## src/rtl/fp16_mac_pkg.sv

```systemverilog
// Shared FP16 field layout, operand-pair struct and sequencer state encoding.
// Imported by the sequencer, its operand FIFO wrapper and the bus interface.
package fp16_mac_pkg;

  localparam int FP16_W = 16;
  localparam int EXP_W  = 5;
  localparam int MAN_W  = 10;

  localparam logic [EXP_W-1:0]  EXP_MAX   = 5'h1F;
  localparam logic [FP16_W-1:0] FP16_ZERO = 16'h0000;

  typedef logic [FP16_W-1:0] fp16_t;

  typedef struct packed {
    fp16_t a;
    fp16_t b;
  } op_pair_t;

  typedef enum logic [2:0] {
    S_IDLE,
    S_CLEAR,
    S_STREAM,
    S_DRAIN,
    S_HOLD
  } seq_state_e;

  // All-ones exponent covers both Inf and NaN encodings.
  function automatic logic fp16_is_special(input fp16_t x);
    return x[MAN_W +: EXP_W] == EXP_MAX;
  endfunction

endpackage

```

## src/rtl/fp16_mac_sequencer_if.sv

```systemverilog
// Job, operand, MAC and result signals of the sequencer bundled as one bus.
// master = sequencer side, slave = job/operand source, MAC and result consumer side.
interface fp16_mac_sequencer_if #(
  parameter int LEN_W = 8
);
  import fp16_mac_pkg::*;

  logic             cmd_valid;
  logic             cmd_ready;
  logic [LEN_W-1:0] cmd_len;

  logic             op_valid;
  logic             op_ready;
  fp16_t            op_a;
  fp16_t            op_b;

  fp16_t            mac_numA;
  fp16_t            mac_numB;
  logic             mac_clr;
  fp16_t            mac_acc;

  logic             res_valid;
  logic             res_ready;
  fp16_t            res_data;
  logic             res_special;

  modport master (
    input  cmd_valid, cmd_len, op_valid, op_a, op_b, mac_acc, res_ready,
    output cmd_ready, op_ready, mac_numA, mac_numB, mac_clr,
           res_valid, res_data, res_special
  );

  modport slave (
    output cmd_valid, cmd_len, op_valid, op_a, op_b, mac_acc, res_ready,
    input  cmd_ready, op_ready, mac_numA, mac_numB, mac_clr,
           res_valid, res_data, res_special
  );

endinterface

```

## src/rtl/mac_operand_fifo.sv

```systemverilog
// Generic synchronous FIFO: write data visible on pop_dat the cycle after push.
// push is ignored while full, pop while empty; simultaneous push/pop allowed when not full.
module mac_operand_fifo #(
  parameter int WIDTH = 32,
  parameter int DEPTH = 4
) (
  input  logic             clk,
  input  logic             Asynch_Reset,
  input  logic             push,
  input  logic [WIDTH-1:0] push_dat,
  input  logic             pop,
  output logic [WIDTH-1:0] pop_dat,
  output logic             full,
  output logic             empty
);

  localparam int AW = $clog2(DEPTH);
  localparam logic [AW:0] PTR_ONE = {{AW{1'b0}}, 1'b1};

  logic [WIDTH-1:0] mem [DEPTH];
  logic [AW:0]      wr_ptr;
  logic [AW:0]      rd_ptr;

  // Extra pointer MSB tells full from empty when the index bits match.
  assign full    = (wr_ptr[AW] != rd_ptr[AW]) && (wr_ptr[AW-1:0] == rd_ptr[AW-1:0]);
  assign empty   = (wr_ptr == rd_ptr);
  assign pop_dat = mem[rd_ptr[AW-1:0]];

  always_ff @(posedge clk or posedge Asynch_Reset) begin
    if (Asynch_Reset) begin
      wr_ptr <= '0;
      rd_ptr <= '0;
    end else begin
      if (push && !full) wr_ptr <= wr_ptr + PTR_ONE;
      if (pop && !empty) rd_ptr <= rd_ptr + PTR_ONE;
    end
  end

  always_ff @(posedge clk) begin
    if (push && !full) mem[wr_ptr[AW-1:0]] <= push_dat;
  end

endmodule

```

## src/rtl/fp16_mac_sequencer.sv

```systemverilog
// Clears the MAC, streams cmd_len buffered FP16 pairs, drains MAC_LAT+1 zero cycles, returns ACC_Result.
// Optional macro FP16_SPECIAL_FLAG_EN adds a sticky NaN/Inf flag reported on res_special.
module fp16_mac_sequencer
  import fp16_mac_pkg::*;
#(
  parameter int FIFO_DEPTH = 4,
  parameter int LEN_W      = 8,
  parameter int MAC_LAT    = 3
) (
  input  logic                 clk,
  input  logic                 Asynch_Reset,
  fp16_mac_sequencer_if.master bus
);

  localparam int                 DRAIN_W    = $clog2(MAC_LAT + 2);
  localparam logic [DRAIN_W-1:0] DRAIN_LAST = DRAIN_W'(MAC_LAT);
  localparam logic [DRAIN_W-1:0] DRAIN_ONE  = DRAIN_W'(1);
  localparam logic [LEN_W-1:0]   LEN_ONE    = LEN_W'(1);

  seq_state_e         state;
  logic [LEN_W-1:0]   rem;
  logic [DRAIN_W-1:0] drain_cnt;
  fp16_t              num_a_q;
  fp16_t              num_b_q;
  fp16_t              res_data_q;
  logic               mac_clr_q;
  logic               res_valid_q;

  op_pair_t           push_pair;
  op_pair_t           pop_pair;
  logic               fifo_full;
  logic               fifo_empty;
  logic               pop;
  logic               drain_done;

  assign push_pair  = '{a: bus.op_a, b: bus.op_b};
  assign pop        = (state == S_STREAM) && !fifo_empty;
  assign drain_done = (state == S_DRAIN) && (drain_cnt == '0);

  mac_operand_fifo #(
    .WIDTH ($bits(op_pair_t)),
    .DEPTH (FIFO_DEPTH)
  ) u_fifo (
    .clk          (clk),
    .Asynch_Reset (Asynch_Reset),
    .push         (bus.op_valid),
    .push_dat     (push_pair),
    .pop          (pop),
    .pop_dat      (pop_pair),
    .full         (fifo_full),
    .empty        (fifo_empty)
  );

  // Operands default to zero every cycle so only real pops touch the accumulator.
  always_ff @(posedge clk or posedge Asynch_Reset) begin
    if (Asynch_Reset) begin
      state       <= S_IDLE;
      rem         <= '0;
      drain_cnt   <= '0;
      num_a_q     <= FP16_ZERO;
      num_b_q     <= FP16_ZERO;
      mac_clr_q   <= 1'b0;
      res_valid_q <= 1'b0;
      res_data_q  <= FP16_ZERO;
    end else begin
      mac_clr_q <= 1'b0;
      num_a_q   <= FP16_ZERO;
      num_b_q   <= FP16_ZERO;
      case (state)
        S_IDLE: begin
          if (bus.cmd_valid) begin
            rem       <= bus.cmd_len;
            mac_clr_q <= 1'b1;
            state     <= S_CLEAR;
          end
        end
        S_CLEAR: begin
          drain_cnt <= DRAIN_LAST;
          state     <= (rem == '0) ? S_DRAIN : S_STREAM;
        end
        S_STREAM: begin
          if (pop) begin
            num_a_q <= pop_pair.a;
            num_b_q <= pop_pair.b;
            rem     <= rem - LEN_ONE;
            if (rem == LEN_ONE) state <= S_DRAIN;
          end
        end
        S_DRAIN: begin
          if (drain_done) begin
            res_data_q  <= bus.mac_acc;
            res_valid_q <= 1'b1;
            state       <= S_HOLD;
          end else begin
            drain_cnt <= drain_cnt - DRAIN_ONE;
          end
        end
        S_HOLD: begin
          if (bus.res_ready) begin
            res_valid_q <= 1'b0;
            state       <= S_IDLE;
          end
        end
        default: state <= S_IDLE;
      endcase
    end
  end

`ifdef FP16_SPECIAL_FLAG_EN
  logic special_flag;
  logic res_special_q;

  always_ff @(posedge clk or posedge Asynch_Reset) begin
    if (Asynch_Reset) begin
      special_flag  <= 1'b0;
      res_special_q <= 1'b0;
    end else begin
      if (state == S_CLEAR) begin
        special_flag <= 1'b0;
      end else if (pop && (fp16_is_special(pop_pair.a) || fp16_is_special(pop_pair.b))) begin
        special_flag <= 1'b1;
      end
      if (drain_done) res_special_q <= special_flag;
    end
  end

  assign bus.res_special = res_special_q;
`else
  assign bus.res_special = 1'b0;
`endif

  assign bus.cmd_ready = (state == S_IDLE);
  assign bus.op_ready  = !fifo_full;
  assign bus.mac_numA  = num_a_q;
  assign bus.mac_numB  = num_b_q;
  assign bus.mac_clr   = mac_clr_q;
  assign bus.res_valid = res_valid_q;
  assign bus.res_data  = res_data_q;

endmodule

```

## src/flat_wrapper.sv

```systemverilog
// flat-port wrapper written by rule: the top's interface ports become plain ports
module fp16_mac_sequencer_flat import fp16_mac_pkg::*;
#(
  parameter int FIFO_DEPTH = 4,
  parameter int LEN_W      = 8,
  parameter int MAC_LAT    = 3
)
  (clk, Asynch_Reset, bus_cmd_valid, bus_cmd_len, bus_op_valid, bus_op_a, bus_op_b, bus_mac_acc, bus_res_ready, bus_cmd_ready, bus_op_ready, bus_mac_numA, bus_mac_numB, bus_mac_clr, bus_res_valid, bus_res_data, bus_res_special);
  fp16_mac_sequencer_if #(.LEN_W(LEN_W)) bus_i ();
  input  logic clk;
  input  logic Asynch_Reset;
  input wire logic [$bits(bus_i.cmd_valid)-1:0] bus_cmd_valid;
  input wire logic [$bits(bus_i.cmd_len)-1:0] bus_cmd_len;
  input wire logic [$bits(bus_i.op_valid)-1:0] bus_op_valid;
  input wire logic [$bits(bus_i.op_a)-1:0] bus_op_a;
  input wire logic [$bits(bus_i.op_b)-1:0] bus_op_b;
  input wire logic [$bits(bus_i.mac_acc)-1:0] bus_mac_acc;
  input wire logic [$bits(bus_i.res_ready)-1:0] bus_res_ready;
  output wire logic [$bits(bus_i.cmd_ready)-1:0] bus_cmd_ready;
  output wire logic [$bits(bus_i.op_ready)-1:0] bus_op_ready;
  output wire logic [$bits(bus_i.mac_numA)-1:0] bus_mac_numA;
  output wire logic [$bits(bus_i.mac_numB)-1:0] bus_mac_numB;
  output wire logic [$bits(bus_i.mac_clr)-1:0] bus_mac_clr;
  output wire logic [$bits(bus_i.res_valid)-1:0] bus_res_valid;
  output wire logic [$bits(bus_i.res_data)-1:0] bus_res_data;
  output wire logic [$bits(bus_i.res_special)-1:0] bus_res_special;
  assign bus_i.cmd_valid = bus_cmd_valid;
  assign bus_i.cmd_len = bus_cmd_len;
  assign bus_i.op_valid = bus_op_valid;
  assign bus_i.op_a = bus_op_a;
  assign bus_i.op_b = bus_op_b;
  assign bus_i.mac_acc = bus_mac_acc;
  assign bus_i.res_ready = bus_res_ready;
  assign bus_cmd_ready = bus_i.cmd_ready;
  assign bus_op_ready = bus_i.op_ready;
  assign bus_mac_numA = bus_i.mac_numA;
  assign bus_mac_numB = bus_i.mac_numB;
  assign bus_mac_clr = bus_i.mac_clr;
  assign bus_res_valid = bus_i.res_valid;
  assign bus_res_data = bus_i.res_data;
  assign bus_res_special = bus_i.res_special;
  fp16_mac_sequencer #(.FIFO_DEPTH(FIFO_DEPTH), .LEN_W(LEN_W), .MAC_LAT(MAC_LAT)) u_core (.clk(clk), .Asynch_Reset(Asynch_Reset), .bus(bus_i));
endmodule
```

## config.mk

```make
export PLATFORM = sky130hd
export DESIGN_NAME = fp16_mac_sequencer_flat
export DESIGN_NICKNAME = d
export VERILOG_FILES = /design/src/rtl/fp16_mac_pkg.sv /design/src/rtl/fp16_mac_sequencer_if.sv /design/src/rtl/mac_operand_fifo.sv /design/src/rtl/fp16_mac_sequencer.sv /design/src/flat_wrapper.sv
export SDC_FILE = /design/constraint.sdc
export NUM_CORES = 1
export LEC_CHECK = 0
export CELL_PAD_IN_SITES_DETAIL_PLACEMENT = 1
export CELL_PAD_IN_SITES_GLOBAL_PLACEMENT = 2
export CORE_MARGIN = 3
export CORE_UTILIZATION = 44
export DETAILED_ROUTE_END_ITERATION = 7
export DONT_BUFFER_PORTS = 1
export PLACE_DENSITY = 0.81
export REMOVE_ABC_BUFFERS = 1
export SYNTH_ARGS = -nofsm -noshare
export SYNTH_HDL_FRONTEND = slang
export SYNTH_SLANG_ARGS = --single-unit
export TNS_END_PERCENT = 1
```

## constraint.sdc

```tcl
create_clock -name clk -period 3.5 [get_ports clk]
set_clock_uncertainty 0.15 [all_clocks]
set_input_delay 0.175 -clock clk [delete_from_list [all_inputs] [get_ports clk]]
set_output_delay 0.175 -clock clk [all_outputs]
set_load 0.005 [all_outputs]
```

Yosys cells after proc, flatten, opt, wreduce, memory -nomap -nowiden
Memories as Yosys holds them, arrays and structs flattened.
Index checks and enable logic that the tools add are counted.
{"block": "op_classes", "n_reduce_logical": 18, "n_eq_ne": 14, "add_sub_neg": 4, "n_mux": 23}
{"operator": "$mux W16", "n": 4}
{"operator": "$mux W3", "n": 6}
{"operator": "$mux W8", "n": 2}
{"operator": "$pmux W8 S2", "n": 1}
{"operator": "$pmux W3 S5", "n": 1}
{"operator": "$ne A2 B2 Y1 const B", "n": 5}
{"operator": "$eq A8 B1 Y1 const B", "n": 1}
{"operator": "$logic_not A8 Y1", "n": 1}
{"operator": "$sub A8 B1 Y8 const B", "n": 1}
{"operator": "$mux W1", "n": 7}
{"operator": "$add A3 B1 Y3 const B", "n": 2}
{"operator": "$eq A3 B2 Y1 const B", "n": 2}
{"operator": "$logic_not A3 Y1", "n": 2}
{"operator": "$pmux W3 S2", "n": 1}
{"operator": "$reduce_and A3 Y1", "n": 2}
{"operator": "$reduce_bool A2 Y1", "n": 3}
{"operator": "$logic_and A1 B1 Y1", "n": 5}
{"operator": "$reduce_and A5 Y1", "n": 1}
{"operator": "$reduce_and A2 Y1", "n": 2}
{"operator": "$eq A3 B1 Y1 const B", "n": 1}
{"operator": "$eq A3 B3 Y1", "n": 1}
{"operator": "$eq A3 B3 Y1 const B", "n": 1}
{"operator": "$sub A3 B1 Y3 const B", "n": 1}
{"operator": "$eq A2 B2 Y1", "n": 1}
{"operator": "other kinds (4)", "n": 5}
{"block": "word_totals", "in_bits": 61, "ramBits": 128, "memories": 1, "register_bits": 70, "wordCells": 70, "output_inout_bits": 53}
{"memory": "u_core.u_fifo.mem", "depth": 4, "width": 32, "read_ports": 1, "rd_clocked_by_memory_dff": 0, "wr": 1, "line_no": "mac_operand_fifo.sv:20", "source": "logic [WIDTH-1:0] mem [DEPTH];"}

Longest topological paths before layout
Gate-level depths: netlist of run 1.
{"block": "depth", "ltp_word": 6, "ltp_mapped": 8, "depth_no_buf": 7}

Modules after synthesis
Synthesis of run 1 repeated with hierarchy kept, for this count alone.
{"block": "hier_totals", "hier_cells": 431, "area_unflattened_um2": 7753.7}
{"module": "mac_operand_fifo", "seq_area_each_um2": 3993.8, "instances": 1, "cells_per_inst": 217, "area_each_um2": 5139.9}
{"module": "fp16_mac_sequencer", "seq_area_each_um2": 1601.5, "instances": 1, "cells_per_inst": 214, "area_each_um2": 2613.8}

Worst setup path after synthesis of run 1
No wires, ideal clock.
{"block": "synth_timing", "kind": "register to register", "from": "reg u_core.u_fifo.rd_ptr[1]", "to": "mem u_core.u_fifo.mem[3][0], enable pin", "path_slack_ns": 1.039, "n_path_buf": 1, "required_time_ns": 2.956, "setup_time_ns": 0.394, "synth_period_minus_slack_ns": 2.461, "stages_incl_launch_ff": 5, "t_arrival_ns": 1.918, "path_cell_list": "dfrtp_1 > buf_2 > xnor2_1 > a31oi_1 > and2_1"}
{"block": "synth_between", "elab_chain_len": 6}
{"item": "from (decl)", "line_no": "mac_operand_fifo.sv:22", "source": "logic [AW:0] rd_ptr;"}
{"item": "from (signal assigned)", "line_no": "mac_operand_fifo.sv:35", "source": "if (pop && !empty) rd_ptr <= rd_ptr + PTR_ONE;"}
{"item": "$eq A2 B2 Y1", "line_no": "mac_operand_fifo.sv:25", "source": "assign full = (wr_ptr[AW] != rd_ptr[AW]) && (wr_ptr[AW-1:0] == rd_ptr[AW-1:0]);"}
{"item": "$logic_and A1 B1 Y1", "line_no": "mac_operand_fifo.sv:25"}
{"item": "$logic_not A1 Y1", "line_no": "mac_operand_fifo.sv:40", "source": "if (push && !full) mem[wr_ptr[AW-1:0]] <= push_dat;"}
{"item": "$logic_and A1 B1 Y1", "line_no": "mac_operand_fifo.sv:40"}
{"item": "$mux W1", "line_no": "mac_operand_fifo.sv:40"}
{"item": "$mux W1 (implied by the code)", "line_no": "mac_operand_fifo.sv:40"}
{"item": "to (decl)", "line_no": "mac_operand_fifo.sv:20"}
No other way between the ends.

Final worst setup path of run 1
{"block": "layout_timing", "from": "reg u_core.u_fifo.rd_ptr[0]", "to": "mem u_core.u_fifo.mem[1][13], enable pin"}
The elaborated chain is that of the path after synthesis.

==> metrics.md, run 1 <==
| Metric | Value |
|---|---|
| Hold WC Path Type | `in2reg` |
| Final setup violation count | `0` |
| Area contributors post-synth | `edfxtp_1 (50%), dfrtp_1 (23%), mux4_2 (9.4%)` |
| Max-cap violation count | `0` |
| Layout area overhead | `18.4%` |
| LEAKAGE | `3.30 nW` |
| Die Y | `138 µm` |
| First DRT Iteration DRCs | `252` |
| DR vias | `3811` |
| Core Box Area | `16800 µm²` |
| Post-synth EDFFs | `128` |
| Area of the multi-input gates | `1930 µm²` |
| Drt total wl | `15.4 mm` |
| Synth area leader | `edfxtp_1` |
| H-tree levels | `4` |
| Post-synthesis sequential area ratio | `73.1%` |
| Clock transition at path regs | `0.07 ns` |
| CTS max path bufs | `2` |
| DRC | `0` |
| Starting Density | `45.5%` |
| Layout Nets | `550` |
| Pwr/cell area | `856 nW/µm²` |
| Die area | `19000 µm²` |
| Total grt overflow | `0` |
| Startpoint types | `register` |
| Most frequent cell after synthesis | `edfxtp_1` |
| Root Buffer | `clkbuf_16` |
| CP Class | `reg2reg` |
| Cell family with most CP delay | `simple AND/OR/NAND/NOR gates` |
| Slew Limit Fails | `0` |
| VDD IR max | `0.513 mV` |
| Drt via density | `5.35` |
| Die width | `138 µm` |
| Final period utilization | `74.9%` |
| Sequential cell area | `5600 µm²` |
| CTS tree | `yes` |
| Diodes inserted | `0` |
| Ys async rst share | `35.4%` |
| Final Hold Viols | `0` |
| Setup tns final | `0 ns` |
| DPL Wire Length | `9.90 mm` |
| GP Congestion | `0.779` |
| First-pass GRT wire length | `23.8 mm` |
| # resized after CTS | `0` |
| Post-route ant nets | `0` |
| Worst setup EP type | `register` |
| Unrepaired setup endpoints after global routing | `false` |
| Gate count of the mapped netlist | `411` |
| Worst hold path startpoint | `bus_cmd_valid` |
| Syn Std Cell Area | `7650 µm²` |
| Commonest cells post-synth | `edfxtp_1 (128), dfrtp_1 (70), mux4_2 (32)` |
| GRT Resource Usage Total | `16.8%` |
| Total CTS buffers | `17` |
| Clock sinks | `198` |
| Worst-path cell chain | `xnor2_1 > a31oi_1 > and2_2` |
| Status | `completed` |
| DRT Pass-1 Iters | `4` |
| Tmin final | `2.62 ns` |
| Site Rows | `47` |
| #FFs+latches synth | `198` |
| Worst path required time | `3.39 ns` |
| Worst slew margin | `40.3%` |
| Drt wl/cell | `21.7 µm` |
| Clk Latency, worst-skew pair | `0.42 ns` |
| Critical Path Source | `u_core.u_fifo.rd_ptr[0]` |
| RR Startpoint | `u_core.u_fifo.rd_ptr[0]` |
| Number of global-route vias before repair | `4207` |
| Largest net degree at the start of global routing | `45` |
| Filler instances | `1525` |
| # port buffers | `0` |
| WP buf/inv | `0` |
| Layout cell share with drive strength beyond 1 | `21.1%` |
| Total power | `7.76 mW` |
| Synthesized area per cell | `18.6 µm²` |
| Netlist cell types | `50` |
| IO Count | `114` |
| Slowest CP cell | `and2_2` |
| CP arrival | `2.52 ns` |
| Max incr delay on CP | `0.83 ns` |
| Area share of the largest cell type after synthesis | `50.2%` |
| Worst-margin pin slew | `0.896 ns` |
| Max FO, Critical Path | `32` |
| Synth Flop Type | `edfxtp_1` |
| Maximum clock rate | `382 MHz` |
| Synth Warn # | `0` |
| Initial antenna violation count | `1` |
==> layout make-up <==
cell class / instances / area share (%)
well taps: 220 / 3.04
multi-input cells: 184 / 21.3
clock buffers: 20 / 4.82
flip-flops and latches: 198 / 61.8
clock inverters: 12 / 1.33
inverters: 10 / 0.428
repair buffers: 68 / 7.29
==> final timing paths <==
path                            slack (ns)  depth (start not counted)                       end
worst max-delay path                  0.88                          3  u_core.u_fifo.mem[1][13]
worst min-delay path                  0.11                          3           u_core.state[0]
worst max register to register        0.88                          3  u_core.u_fifo.mem[1][13]
worst min register to register        0.38                          1   u_core.u_fifo.wr_ptr[2]
max in group asynchronous             2.19                          3    u_core.bus.res_data[3]
min in group asynchronous             0.19                          2   u_core.bus.mac_numA[14]
==> per-stage QoR <==
step | utilization, % | instances | hold slack (ns) | setup WS [ns] | area [µm²]
final | 53.9 | 712 | 0.115 | 0.879 | 9060
after detailed placement | 47.0 | 620 | 0.0923 | 0.802 | 7900
after CTS | 53.9 | 712 | 0.0913 | 0.794 | 9060
after global routing | 53.9 | 712 | 0.210 | 0.583 | 9060
after global placement | 47.0 | 620 | 0.0790 | 0.911 | 7900
after floorplan | - | 392 | 0.109 | -0.112 | 7560
==> where the power goes <==
group          switching, mW  internal (mW)
combinational           1.18           1.06
clock                  0.838          0.996
sequential             0.447           3.23
total                   2.47           5.29
==> worst reg2reg max path, stage by stage, from the launching register on <==
cell and delay, ns:
dfrtp_2 0.61, xnor2_1 0.16, a31oi_1 0.49, and2_2 0.83
==> flip-flops by register name, indices dropped and copies added, names as in the netlist <==
signal / flops
u_core.u_fifo.mem: 128
u_core.bus.mac_numA: 16
u_core.bus.mac_numB: 16
u_core.bus.res_data: 16
u_core.rem: 8
u_core.drain_cnt: 3
u_core.state: 3
u_core.u_fifo.rd_ptr: 3
u_core.u_fifo.wr_ptr: 3
u_core.bus.mac_clr: 1
u_core.bus.res_valid: 1
==> placed cells by master, fill, tap and decap left out, drive strengths merged, types with 4 or more instances in the layout <==
| master | synthesis | final |
|---|---|---|
| ha | 10 | 10 |
| buf | 11 | 8 |
| inv | 10 | 14 |
| xor2 | 6 | 6 |
| and2 | 4 | 4 |
| nand2 | 9 | 9 |
| nor2b | 28 | 28 |
| mux2 | 19 | 19 |
| dlygate4sd3 | 0 | 60 |
| mux4 | 32 | 32 |
| and2b | 7 | 7 |
| edfxtp | 128 | 128 |
| xnor2 | 6 | 6 |
| nor2 | 7 | 7 |
| dfrtp | 70 | 70 |
| clkbuf | 8 | 20 |
| clkinv | 0 | 4 |
| o21ai | 7 | 7 |
| nor3 | 5 | 5 |
==> routing by layer <==
metal	up-vias	global-route usage, %	routed length (µm)
met5	-	0	14
met4	2	3.35	114
met3	13	5.99	1130
met2	125	29.5	7920
met1	1977	20.3	6270
li1	1694	-	-
==> kinds of logic after synthesis <==
logic type / synth area share [%]
flops: 73.1
simple gates: 6.39
mux: 12.3
compound gates: 3.09
buf+inv: 1.72
xor+xnor: 1.67
fa+ha+maj: 1.63
other cells: 0.0490
==> repair_timing <==
item | 4_1_cts | 5_1_grt
hold buffers | 60 | 0
setup buffers | 0 | 0
endpoints found under the hold margin | 200 | 0
Power figures use the tool's default switching activity.
==> run 2: changes to the inputs <==
--- a/config.mk
+++ b/config.mk
@@ -5,13 +5,14 @@
 export SDC_FILE = /design/constraint.sdc
 export NUM_CORES = 1
 export LEC_CHECK = 0
+export ABC_AREA = 1
 export CELL_PAD_IN_SITES_DETAIL_PLACEMENT = 1
 export CELL_PAD_IN_SITES_GLOBAL_PLACEMENT = 2
 export CORE_MARGIN = 3
-export CORE_UTILIZATION = 44
+export CORE_UTILIZATION = 42
 export DETAILED_ROUTE_END_ITERATION = 7
 export DONT_BUFFER_PORTS = 1
-export PLACE_DENSITY = 0.81
+export PLACE_DENSITY = 0.85
 export REMOVE_ABC_BUFFERS = 1
 export SYNTH_ARGS = -nofsm -noshare
 export SYNTH_HDL_FRONTEND = slang
==> constraint.sdc (replaced) <==
create_clock -name clk -period 2.65 [get_ports clk]
set_clock_uncertainty 0.15 [all_clocks]
set_input_delay 0.1325 -clock clk [delete_from_list [all_inputs] [get_ports clk]]
set_output_delay 0.1325 -clock clk [all_outputs]
set_load 0.005 [all_outputs]
==> run 2 against run 1 <==
First-iteration DRC count fell by 13%. Clock power rose by 37%. Wire length rose by 15%. Critical endpoint is now u_core.u_fifo.mem[3][8].
==> metrics.md, run 2 <==
| Metric | Value |
|---|---|
| Synth area leader | `edfxtp_1` |
| CP arrival | `1.96 ns (-0.56 ns)` |
| Post-synthesis sequential area ratio | `71.7% (-1.4 points)` |
| Filler instances | `1862 (+22%)` |
| Commonest cells post-synth | `nor2_1 (151), edfxtp_1 (128), o21ai_0 (73)` |
| Worst slew margin | `47.4% (+7.1 points)` |
| Syn Std Cell Area | `7800 µm² (+2.0%)` |
| Clock sinks | `198 (unchanged)` |
| IO Count | `114 (unchanged)` |
| Synthesized area per cell | `11.9 µm² (-36%)` |
| Final Hold Viols | `0 (unchanged)` |
| Area contributors post-synth | `edfxtp_1 (49%), dfrtp_1 (22%), nor2_1 (7.3%)` |
| Commonest non-fill, non-tap cell in the layout | `nor2_1` |
| Synth Flop Type | `edfxtp_1` |
| CP Class | `reg2reg` |
| H-tree levels | `4 (unchanged)` |
| CTS tree | `yes` |
| Place WS | `0.654 ns (-0.148 ns)` |
| Final std cells w/o fill | `964 (+35%)` |
| Clk Latency, worst-skew pair | `0.43 ns (about the same)` |
| DPL Wire Length | `11.1 mm (+12%)` |
| Die Y | `142 µm (+3.2%)` |
| Most frequent cells in the layout | `nor2_1 (147), edfxtp_1 (128), o21ai_0 (73)` |
| Post-CTS setup buffers | `0 (unchanged)` |
| Site Rows | `49 (+4.3%)` |
| Drt via density | `5.19 (-3.1%)` |
| Max FO, Critical Path | `20 (-38%)` |
| Cell family with most CP delay | `simple AND/OR/NAND/NOR gates` |
| # port buffers | `0 (unchanged)` |
| Synth Warn # | `0 (unchanged)` |
| Worst-path cell chain | `inv_1 > nand2_1 > nand2_1 > nand4_1 > nand2_2 > nor2_4 > buf_4` |
| #FFs+latches synth | `198 (unchanged)` |
| Clock transition at path regs | `0.07 ns (about the same)` |
| Setup tns final | `0 ns (unchanged)` |
| Pwr/cell area | `1110 nW/µm² (+29%)` |
| Final setup violation count | `0 (unchanged)` |
| Worst setup EP type | `register` |
| CTS max path bufs | `2 (unchanged)` |
| Total CTS buffers | `17 (unchanged)` |
| First DRT Iteration DRCs | `219 (-13%)` |
| First-pass GRT wire length | `28.5 mm (+20%)` |
| Post-synth EDFFs | `128 (unchanged)` |
| DRC | `0 (unchanged)` |
| Post-Layout Inst Area | `9300 µm² (+2.6%)` |
| Tmin final | `2.00 ns (-0.617 ns)` |
| Hold_ws | `0.127 ns (+0.0128 ns)` |
| LEAKAGE | `3.72 nW (+13%)` |
| Netlist cell types | `26 (-48%)` |
| Worst-margin pin slew | `0.789 ns (-0.106 ns)` |
| Die width | `142 µm (+3.2%)` |
| Initial antenna violation count | `0 (-1)` |
| Most frequent cell after synthesis | `nor2_1` |
| Setup WS post-layout | `0.646 ns (-0.233 ns)` |
| Hold WC Path Type | `in2async` |
| GRT Resource Usage Total | `18.2% (+1.4 points)` |
| Ys async rst share | `35.4% (unchanged)` |
| Unrepaired setup endpoints after global routing | `false` |
| Area post-placement | `8110 µm² (+2.6%)` |
| Layout area overhead | `19.1%` |
| Post-layout util | `51.4% (-2.5 points)` |
| Post-route ant nets | `0 (unchanged)` |
| WP buf/inv | `2 (+2)` |
| Layout Nets | `793 (+44%)` |
| Slew Limit Fails | `0 (unchanged)` |
| Placed cell count | `872 (+41%)` |
| Root Buffer | `clkbuf_16` |
| DRT Pass-1 Iters | `4 (unchanged)` |
| Largest register FFs | `128 (unchanged)` |
| Number of global-route vias before repair | `5592 (+33%)` |
| Slowest CP cell | `dfrtp_1` |
| Largest net degree at the start of global routing | `66 (+47%)` |
| Layout cell share with drive strength beyond 1 | `10.1% (-11 points)` |
| Startpoint types | `register` |
| VDD IR max | `0.585 mV (+14%)` |
| Maximum clock rate | `499 MHz (+31%)` |
| Area share of the largest cell type after synthesis | `49.2% (-0.97 points)` |
| Starting Density | `43.2% (-2.4 points)` |
| GP Congestion | `0.830 (+6.6%)` |
| Max incr delay on CP | `0.40 ns (-0.43 ns)` |
| Gate count of the mapped netlist | `654 (+59%)` |
| Status | `completed` |
| Total power | `10.3 mW (+33%)` |
| Max-cap violation count | `0 (unchanged)` |
| Final period utilization | `75.6% (+0.73 points)` |
| Drt wl/cell | `18.4 µm (-15%)` |
| Core Box Area | `18100 µm² (+7.5%)` |
| Diodes inserted | `0 (unchanged)` |
| DR vias | `5001 (+31%)` |
| Die area | `20300 µm² (+6.5%)` |
| Total grt overflow | `0 (unchanged)` |
| Worst path required time | `2.60 ns (-0.79 ns)` |
| Crit path top cell by count | `nand2_1` |
| Drt total wl | `17.7 mm (+15%)` |
[run 2: changes by cell type in the layout (fill, tap and decap cells not counted), sizes merged, moves of 28 or more]
cell,change
inv,+28
o21ai,+69
nor2,+144
a21oi,+33
nand2,+65
nor2b,-28
mux4,-32
[run 2: worst paths after layout]
path	cells past startpoint	start	slack, ns	to
setup reg to reg	7	u_core.u_fifo.wr_ptr[0]	0.65	u_core.u_fifo.mem[3][8]
hold / removal	2	Asynch_Reset	0.13	u_core.bus.mac_numB[8]
setup / recovery	7	u_core.u_fifo.wr_ptr[0]	0.65	u_core.u_fifo.mem[3][8]
max in group asynchronous	3	Asynch_Reset	1.51	u_core.bus.mac_numA[2]
min in group clk	2	bus_mac_acc[8]	0.22	u_core.bus.res_data[8]
hold reg to reg	1	u_core.bus.res_data[12]	0.38	u_core.bus.res_data[12]
[run 2: report_power, final]
part	internal, mW	total [mW]	switching (mW)
Combinational	1.01	3.11	2.10
Clock	1.26	2.51	1.25
Sequential	4.23	4.69	0.462
Total	6.50	10.3	3.81
[run 2: layout make-up]
class,instances,area (µm²),share of cell area (%)
inverter,37,140,1.51
timing repair buffer,78,736,7.91
clock buffer,17,425,4.57
clock inverter,15,160,1.72
sequential,198,5600,60.2
tap,229,287,3.08
multi-input combinational,390,1950,21.0
[run 2: kinds of logic after synthesis]
| group | Yosys count | share of synthesized area (%) |
|---|---|---|
| multiplexers | 16 | 2.69 |
| other | 1 | 0.0480 |
| AO/OA/AOI/OAI | 113 | 7.26 |
| XOR/XNOR | 3 | 0.337 |
| AND/OR/NAND/NOR | 247 | 12.7 |
| buffers and inverters | 66 | 3.66 |
| flip-flops | 198 | 71.7 |
| adder cells (fa/ha/maj) | 10 | 1.60 |
[run 2: routing by layer]
layer  routed length [µm]  up-vias  global-route usage (%)
li1                     -     2354                       -
met1                 7720     2515                    22.7
met2                 8920      118                    31.7
met3                  923       14                    4.81
met4                  176        0                    4.70
met5                    0        -                       0
[run 2: repair_timing]
action,in CTS,in global routing
hold endpoints to repair,200,0
hold buffers,60,0
gates resized for setup,0,0
==> run 3: changes to the inputs <==
--- a/config.mk
+++ b/config.mk
@@ -9,10 +9,10 @@
 export CELL_PAD_IN_SITES_DETAIL_PLACEMENT = 1
 export CELL_PAD_IN_SITES_GLOBAL_PLACEMENT = 2
 export CORE_MARGIN = 3
-export CORE_UTILIZATION = 42
+export CORE_UTILIZATION = 38
 export DETAILED_ROUTE_END_ITERATION = 7
 export DONT_BUFFER_PORTS = 1
-export PLACE_DENSITY = 0.85
+export PLACE_DENSITY = 0.81
 export REMOVE_ABC_BUFFERS = 1
 export SYNTH_ARGS = -nofsm -noshare
 export SYNTH_HDL_FRONTEND = slang
==> constraint.sdc (replaced) <==
create_clock -name clk -period 1.8 [get_ports clk]
set_clock_uncertainty 0.15 [all_clocks]
set_input_delay 0.09 -clock clk [delete_from_list [all_inputs] [get_ports clk]]
set_output_delay 0.09 -clock clk [all_outputs]
set_load 0.005 [all_outputs]
==> run 3 against run 2 <==
Combinational power is 64% higher. Non-clock buffer count grew 19. Global-route usage fell by 1.2 points. Core utilization down 3.1 points. Sequential power is 48% higher. Via count grew 1.3%. Critical path depth stayed put. Worst hold slack got worse by 0.044 ns. Clock-buffer cell count grew 2. Final area rose by 3.1%. Sequential share of layout area fell by 1.8 points. Largest cell class unchanged.
==> metrics.md, run 3 (same netlist as run 2, synthesis figures left out) <==
| Metric | Value |
|---|---|
| Largest net degree at the start of global routing | `66 (unchanged)` |
| First DRT Iteration DRCs | `211 (-3.7%)` |
| Cell family with most CP delay | `simple AND/OR/NAND/NOR gates` |
| Total internal power | `9.96 mW (+53%)` |
| Worst R2R End | `u_core.u_fifo.mem[3][12]` |
| Total power | `15.7 mW (+52%)` |
| WP buf/inv | `2 (unchanged)` |
| R2r worst-path depth | `7 (unchanged)` |
| Final Hold Viols | `0 (unchanged)` |
| Die width | `149 µm (+4.9%)` |
| Final setup violation count | `0 (unchanged)` |
| Most frequent cells in the layout | `nor2_1 (146), edfxtp_1 (128), o21ai_0 (73)` |
| Root Buffer | `clkbuf_16` |
| DRT Pass-1 Iters | `4 (unchanged)` |
| Layout Nets | `812 (+2.4%)` |
| Clock transition at path regs | `0.07 ns (about the same)` |
| Layout area overhead | `22.8%` |
| H-tree levels | `4 (unchanged)` |
| Startpoint types | `register` |
| Sequential power share | `44.2% (-1.3 points)` |
| Drt via density | `4.97 (-4.2%)` |
| VDD IR max | `0.734 mV (+26%)` |
| Layout cell share with drive strength beyond 1 | `13.0% (+2.9 points)` |
| Final period utilization | `95.7% (+20 points)` |
| Gate power share | `32.6% (+2.5 points)` |
| Starting Density | `39.3% (-3.8 points)` |
| Clock Power Share | `23.2% (-1.1 points)` |
| Total CTS buffers | `17 (unchanged)` |
| Maximum clock rate | `580 MHz (+16%)` |
| Max incr delay on CP | `0.43 ns (+0.03 ns)` |
| # port buffers | `0 (unchanged)` |
| WP depth | `7 (unchanged)` |
| Sw Ratio | `36.5% (-0.47 points)` |
| Post-route ant nets | `0 (unchanged)` |
| DR vias | `5067 (+1.3%)` |
| Area post-placement | `8340 µm² (+2.9%)` |
| Post-Layout Inst Area | `9590 µm² (+3.1%)` |
| Hold WC Path Type | `in2async` |
| First-pass GRT wire length | `29.4 mm (+3.1%)` |
| IO Count | `114 (unchanged)` |
| Tmin final | `1.72 ns (-0.281 ns)` |
| Worst R2R Setup Slack | `0.08 ns (-0.57 ns)` |
| Core Box Area | `19800 µm² (+9.7%)` |
| Post-layout util | `48.3% (-3.1 points)` |
| DPL Wire Length | `11.7 mm (+5.8%)` |
| Unrepaired setup endpoints after global routing | `true` |
| Final std cells w/o fill | `1020 (+5.8%)` |
| Initial antenna violation count | `1 (+1)` |
| Worst setup EP type | `register` |
| Psw | `5.72 mW (+50%)` |
| Status | `completed` |
| GRT Resource Usage Total | `17.0% (-1.2 points)` |
| Die area | `22300 µm² (+10%)` |
| Max FO, Critical Path | `9 (-55%)` |
| CTS max path bufs | `2 (unchanged)` |
| Clock sinks | `198 (unchanged)` |
| GP Congestion | `0.789 (-4.9%)` |
| Site Rows | `51 (+4.1%)` |
| Critical Path Source | `u_core.u_fifo.wr_ptr[0]` |
| CTS tree | `yes` |
| Number of global-route vias before repair | `5545 (-0.84%)` |
| LEAKAGE | `3.83 nW (+3.0%)` |
| Drt total wl | `18.5 mm (+4.5%)` |
| DRC | `0 (unchanged)` |
| CP Class | `reg2reg` |
| RR Startpoint | `u_core.u_fifo.wr_ptr[0]` |
| Largest register FFs | `128 (unchanged)` |
| Slew Limit Fails | `0 (unchanged)` |
| Clk Latency, worst-skew pair | `0.43 ns (about the same)` |
| Slowest CP cell | `dfrtp_1` |
| CP arrival | `1.70 ns (-0.26 ns)` |
| Max-cap violation count | `0 (unchanged)` |
| Pwr/cell area | `1640 nW/µm² (+48%)` |
| Drt wl/cell | `18.2 µm (-1.3%)` |
| Commonest non-fill, non-tap cell in the layout | `nor2_1` |
| Critical path endpoint | `u_core.u_fifo.mem[3][12]` |
| Worst-path cell chain | `inv_2 > nand2_1 > nand2_2 > nand4_1 > nand2_4 > nor2_4 > buf_4` |
| Die Y | `149 µm (+4.9%)` |
| Placed cell count | `921 (+5.6%)` |
| Total grt overflow | `0 (unchanged)` |
| Worst path required time | `1.78 ns (-0.82 ns)` |
## run 3: worst register-to-register path, stage by stage (launching register included)
cell,delay [ns]
dfrtp_1,0.43
inv_2,0.06
nand2_1,0.07
nand2_2,0.05
nand4_1,0.13
nand2_4,0.15
nor2_4,0.17
buf_4,0.21
## run 3: area by class of cell
type	count	area, µm²
clock inverters	13	135
multi-input cells	390	1980
clock buffers	19	433
well taps	265	332
repair buffers	97	972
flip-flops and latches	198	5600
fillers	2027	10300
inverters	37	140
diodes	1	2.50
## run 3: timing repair
item                                    4_1_cts  5_1_grt
pin swaps                                     0        2
hold endpoints to repair                    230        0
gates cloned                                  0        0
endpoints found under the setup margin       26      118
hold buffers                                 61        0
setup buffers                                 0        5
resized for setup                             1        8
## run 3: worst min path at each step
stage	cells past startpoint	from	endpoint
CTS	3	Asynch_Reset	u_core.bus.mac_numB[1]
global route	3	Asynch_Reset	u_core.bus.mac_numA[0]
global placement	2	Asynch_Reset	u_core.bus.res_valid
detailed placement	2	Asynch_Reset	u_core.bus.res_data[9]
finish	3	Asynch_Reset	u_core.bus.mac_clr
floorplan	0	bus_op_b[0]	u_core.u_fifo.mem[0][0]
## run 3: power by group through the flow
stage,combinational (mW),sequential [mW],clock (mW)
2_1_floorplan,2.80,7.00,0
3_3_place_gp,4.64,6.96,0
3_5_place_dp,4.87,7.01,0
4_1_cts,5.07,6.94,3.76
5_1_grt,5.81,7.06,3.97
6_report,5.11,6.93,3.64
## run 3: through the flow
stage               worst slack (ns)  setup TNS (ns)  hold slack [ns]
floorplan                      -2.57         -393.47           0.0389
global placement              0.0826               0           -0.130
detailed placement           0.00635               0           -0.120
CTS                         0.000317               0           0.0670
global route                 -0.0167          -0.321            0.116
finish                        0.0768               0           0.0830
## run 3: per-layer routing
layer / GRT usage (%) / wire length [µm] / up-vias
met5: 0 / 0 / -
met4: 3.30 / 104 / 0
met3: 4.50 / 941 / 10
met2: 29.7 / 9370 / 126
met1: 21.6 / 8120 / 2540
li1: - / - / 2391
